===== config.mk =====
export PLATFORM = sky130hd
export DESIGN_NAME = key_event_gen
export DESIGN_NICKNAME = d
export VERILOG_FILES = /design/src/rtl/key_event_gen.sv
export SDC_FILE = /design/constraint.sdc
export NUM_CORES = 1
export LEC_CHECK = 0
export ABC_AREA = 1
export CAP_MARGIN = 15
export CORE_AREA = 10 10 135 137
export CTS_CLUSTER_DIAMETER = 50
export DETAILED_ROUTE_END_ITERATION = 7
export DIE_AREA = 0 0 145 147
export SYNTH_ARGS = -nofsm -noshare
export SYNTH_HDL_FRONTEND = slang
export SYNTH_SLANG_ARGS = --single-unit

===== constraint.sdc =====
create_clock -name clk100_i -period 4.2 [get_ports clk100_i]
set_input_delay 0.84 -clock clk100_i [delete_from_list [all_inputs] [get_ports clk100_i]]
set_output_delay 0.84 -clock clk100_i [all_outputs]
set_load 0.005 [all_outputs]

===== src/rtl/key_event_gen.sv =====
// Debounced push-button event generator: turns a raw active-low key into clean
// press/release/long/repeat strobes plus a wrapping 8-bit press counter.
module key_event_gen #(
  parameter int unsigned DEBOUNCE_CYCLES = 1_000_000,
  parameter int unsigned LONG_CYCLES     = 100_000_000,
  parameter int unsigned REPEAT_CYCLES   = 20_000_000
) (
  input  logic       clk100_i,
  input  logic       rstn_i,
  input  logic       key_ni,
  input  logic       clr_i,
  output logic       press_o,
  output logic       release_o,
  output logic       long_o,
  output logic       repeat_o,
  output logic       held_o,
  output logic [7:0] press_cnt_o
);

  localparam int unsigned DbW   = $clog2(DEBOUNCE_CYCLES) + 1;
  localparam int unsigned HoldW = $clog2(LONG_CYCLES) + 1;
  localparam int unsigned RepW  = $clog2(REPEAT_CYCLES) + 1;

  localparam logic [DbW-1:0]   DbMax   = DbW'(DEBOUNCE_CYCLES);
  localparam logic [HoldW-1:0] HoldMax = HoldW'(LONG_CYCLES);
  localparam logic [RepW-1:0]  RepMax  = RepW'(REPEAT_CYCLES);

  typedef enum logic [2:0] {
    StIdle,
    StDbPress,
    StHeld,
    StLong,
    StDbRel
  } state_e;

  state_e           state;
  logic             sync1;
  logic             key_s;
  logic             from_long;
  logic [DbW-1:0]   db_cnt;
  logic [HoldW-1:0] hold_cnt;
  logic [RepW-1:0]  rep_cnt;

  logic [DbW-1:0]   db_inc;
  logic [HoldW-1:0] hold_inc;
  logic [RepW-1:0]  rep_inc;
  logic             db_done;
  logic             hold_done;
  logic             rep_done;

  always_comb begin
    db_inc    = db_cnt + DbW'(1);
    hold_inc  = hold_cnt + HoldW'(1);
    rep_inc   = rep_cnt + RepW'(1);
    db_done   = (db_inc == DbMax);
    hold_done = (hold_inc == HoldMax);
    rep_done  = (rep_inc == RepMax);
  end

  always_ff @(posedge clk100_i or posedge rstn_i) begin
    if (rstn_i) begin
      state       <= StIdle;
      sync1       <= 1'b0;
      key_s       <= 1'b0;
      from_long   <= 1'b0;
      db_cnt      <= '0;
      hold_cnt    <= '0;
      rep_cnt     <= '0;
      press_o     <= 1'b0;
      release_o   <= 1'b0;
      long_o      <= 1'b0;
      repeat_o    <= 1'b0;
      held_o      <= 1'b0;
      press_cnt_o <= '0;
    end else begin
      sync1     <= ~key_ni;
      key_s     <= sync1;
      press_o   <= 1'b0;
      release_o <= 1'b0;
      long_o    <= 1'b0;
      repeat_o  <= 1'b0;
      if (clr_i) press_cnt_o <= '0;

      case (state)
        StIdle: begin
          if (key_s) begin
            state  <= StDbPress;
            db_cnt <= DbW'(1);
          end
        end

        StDbPress: begin
          if (!key_s) begin
            state <= StIdle;
          end else if (db_done) begin
            state    <= StHeld;
            press_o  <= 1'b1;
            held_o   <= 1'b1;
            hold_cnt <= '0;
            if (!clr_i) press_cnt_o <= press_cnt_o + 8'd1;
          end else begin
            db_cnt <= db_inc;
          end
        end

        StHeld: begin
          if (!key_s) begin
            state     <= StDbRel;
            db_cnt    <= DbW'(1);
            from_long <= 1'b0;
          end else if (hold_done) begin
            state   <= StLong;
            long_o  <= 1'b1;
            rep_cnt <= '0;
          end else begin
            hold_cnt <= hold_inc;
          end
        end

        StLong: begin
          if (!key_s) begin
            state     <= StDbRel;
            db_cnt    <= DbW'(1);
            from_long <= 1'b1;
          end else if (rep_done) begin
            repeat_o <= 1'b1;
            rep_cnt  <= '0;
          end else begin
            rep_cnt <= rep_inc;
          end
        end

        StDbRel: begin
          // A rejected glitch resumes the recorded state and takes that state's step
          // on the same edge, so the frozen cycles are exactly the low ones.
          if (key_s) begin
            if (from_long) begin
              state <= StLong;
              if (rep_done) begin
                repeat_o <= 1'b1;
                rep_cnt  <= '0;
              end else begin
                rep_cnt <= rep_inc;
              end
            end else if (hold_done) begin
              state   <= StLong;
              long_o  <= 1'b1;
              rep_cnt <= '0;
            end else begin
              state    <= StHeld;
              hold_cnt <= hold_inc;
            end
          end else if (db_done) begin
            state     <= StIdle;
            release_o <= 1'b1;
            held_o    <= 1'b0;
          end else begin
            db_cnt <= db_inc;
          end
        end

        default: state <= StIdle;
      endcase
    end
  end

endmodule


==> summary.md <==
| Metric | Value |
|---|---|
| Largest net degree at the start of global routing | 55 |
| Pwr Total | about 2.8 mW |
| Routed WL per cell | 12.6 um |
| Post-cts sizing count | 0 |
| Crit path largest cell delay | 0.54 ns |
| WP data required | ~4.5 ns |
| Maximum VDD drop | around 0.32 mV |
| CP bufs+invs | 1 |
| Top post-synthesis cells by count | nand2_1, nor2_1, inv_1, nand3_1, dfrtp_1 |
| Clk sinks | between 90 and 100 |
| Routed WL | 16.2 mm |
| Clk_lat worst skew | 0.35 ns |
| Dpl hpwl | approximately 12 mm |
| Post-CTS setup buffer count | 0 |
| Final hold vios | 0 |
| Sequential share of the synthesized area | 0.343 |
| FMAX | around 0.32 GHz |
| Io pins | 17 |
| Synth Net Count | 1058 |
| 1st-iter DRT viols | between 200 and 300 |
| Vias per cell | roughly 4.9 |
| Fill cells | 1638 |
| CP max stage cell | a21oi_4 |
| Mapped Area | 0.00686 mm^2 |
| Initial antenna violation count | 0 |
| Area contributors post-synth | dfrtp_1, nand2_1, nor2_1 |
| Most used DFF post-synth | dfrtp_1 |
| Worst-path clk slew | about 0.070 ns |
| Total GRT Usage | 0.158 |
| Initial core utilization | 0.440 |
| Core ar. | between 0.015 and 0.02 mm^2 |
| Synth unique cells | 37 |
| Synth Instances | 1049 |
| Worst Path Class, Setup | register to register |
| Cell Pwr Density | 372 mW/mm^2 |
| Multi-input gate area | 0.00390 mm^2 |
| Row Count | 46 |
| Hold WC Path Type | register to register |
| Final setup fails | 0 |
| Unrepaired setup endpoints after global routing | no |
| Layout overhead on the synthesized area | 9.19% |
| Synth top area share | 0.343 |
| Detailed-route via count | about 6300 |
| Vias in the first global route | approximately 6000 |
| Post-synth EDFFs | 0 |
| Mapped Avg Cell Area | roughly 6.5 um^2 |
| Slew headroom | 0.507 |
| Worst Skew | 0.00825 ns |
| CP startpoint kind | register |
| Leakage | 3.58 nW |
| CTS Hold Bufs | 0 |
| Reg area | approximately 0.0024 mm^2 |
| Global route overflow | 0 |
| Critical path fanouts, max | 17 |
| Placed insts | 1265 |
| H-tree depth | 3 |
| Total CTS buffers | 9 |
| CP cell instances | ha_1 > nand2_1 > nor2_2 > nand3_2 > nand2_1 > nand2_1 > nand3b_1 > nor2_1 > nand3_4 > a21oi_4 > buf_4 > nand3_1 > nand2_1 |
| Period utilization | 0.736 |
| Setup crit end kind | register |
| Yosys reg bits | 94 |
| Slew Viols, Final | 0 |
| Asr flop ratio synth | 1.00 |
| Buffers on Ports | 16 |
| N_diodes | 0 |
| CP delay by family, top | simple AND/OR/NAND/NOR gates |
| First-pass GRT wire length | about 29 mm |
| Finished Layout Cells | between 1000 and 1500 |
| Critical Path AT | 3.38 ns |
| Die Ht | roughly 150 um |
| Cell mode on critical path | nand2_1 |
| ANT nets after route | 0 |
| Total number of yosys warnings | 0 |
| Final min period | a little over 3 ns |
| Final Wtd Congestion | roughly 0.87 |
| DRC Markers | 0 |
| Share of cells above drive strength 1 | 0.0873 |
| Clk Tree Root Cell | clkbuf_16 |
| Final net count | around 1100 |
| Die width | between 100 and 150 um |
| Slew @ Worst Pin | around 0.74 ns |
| First drt pass iteration count | 4 |
| Reported max-cap violation count | 0 |
| Sum of negative setup slack | 0 ns |
| Top-count cell post-synth | nand2_1 |
| TritonCTS clock tree | built |
| Cell taking the most area after synthesis | dfrtp_1 |
| Max Buffers Root-to-Sink | 2 |
| Run status | complete, no violations |
| Die Area | around 0.021 mm^2 |
==> kinds of logic (layout without fill, tap and decap cells) <==
kind of cell    after synthesis  after routing  share of synthesized area
buf+inv                     141            157                     0.0895
xor+xnor                     30             30                     0.0383
fa+ha+maj                     5              5                    0.00911
simple gates                751            751                      0.495
flops                        94             94                      0.343
compound gates               28             28                     0.0257
==> final timing paths <==
kind	from	end	slack, ns	cells after the start
setup / recovery	db_cnt[0]	hold_cnt[11]	1.11	13
hold / removal	sync1	key_s	0.35	0
setup reg to reg	db_cnt[0]	hold_cnt[11]	1.11	13
hold reg to reg	sync1	key_s	0.35	0
max in group asynchronous	rstn_i	db_cnt[0]	2.50	3
min in group asynchronous	rstn_i	rep_cnt[20]	0.94	2
==> routing by layer <==
layer,vias to the layer above,global-route usage,routed length (um)
met1,2919,0.209,8150
met3,14,0.0230,494
li1,3319,-,-
met2,84,0.256,7290
met5,-,0,0
met4,0,0.0546,246
==> cell usage in the layout (no fill, tap or decap), drive strengths merged, types with 2 or more instances in the layout <==
master and instances:
nand2 394, xnor2 10, a21oi 12, clkdlybuf4s50 16
ha 5, nand3b 14, nor2 177, buf 9
nand4 29, nand3 123, inv 116, clkinv 2
o21ai 8, xor2 20, o21bai 5, dfrtp 94
nor4 2, nor3 12, clkbuf 13
==> layout make-up <==
| cell class | instances | share of cell area |
|---|---|---|
| tap | 216 | 0.0361 |
| inverter | 116 | 0.0584 |
| timing repair buffer | 25 | 0.0304 |
| clock buffer | 13 | 0.0374 |
| multi-input combinational | 814 | 0.521 |
| sequential | 94 | 0.314 |
| clock inverter | 3 | 0.00334 |
==> registers in the layout, indices dropped and copies added (netlist names), 3 cells and up <==
register / cells
state: 3
rep_cnt: 26
press_cnt_o: 8
db_cnt: 21
hold_cnt: 28
==> worst reg2reg max path, delay by kind of cell (launching register included) <==
| kind | cells | cell delay (ns) |
|---|---|---|
| compound gates | 1 | 0.54 |
| fa+ha+maj | 1 | 0.27 |
| buf+inv | 1 | 0.37 |
| flops | 1 | 0.48 |
| simple gates | 10 | 1.36 |
==> stage by stage <==
stage	util	hold WS, ns	setup slack [ns]	cell area, um^2
6_report	0.481	0.348	1.11	7490
5_1_grt	0.481	0.377	0.767	7490
4_1_cts	0.481	0.350	1.09	7490
3_5_place_dp	0.461	0.335	1.10	7190
3_3_place_gp	0.461	0.334	1.17	7190
2_1_floorplan	-	0.331	0.911	6860
==> power by group <==
part | internal [mW] | total (mW) | switching [mW]
Sequential | 0.957 | 1.02 | 0.0616
Clock | 0.470 | 0.833 | 0.363
Combinational | 0.212 | 0.938 | 0.726
Total | 1.64 | 2.79 | 1.15
(Power assumes the default switching activity.)
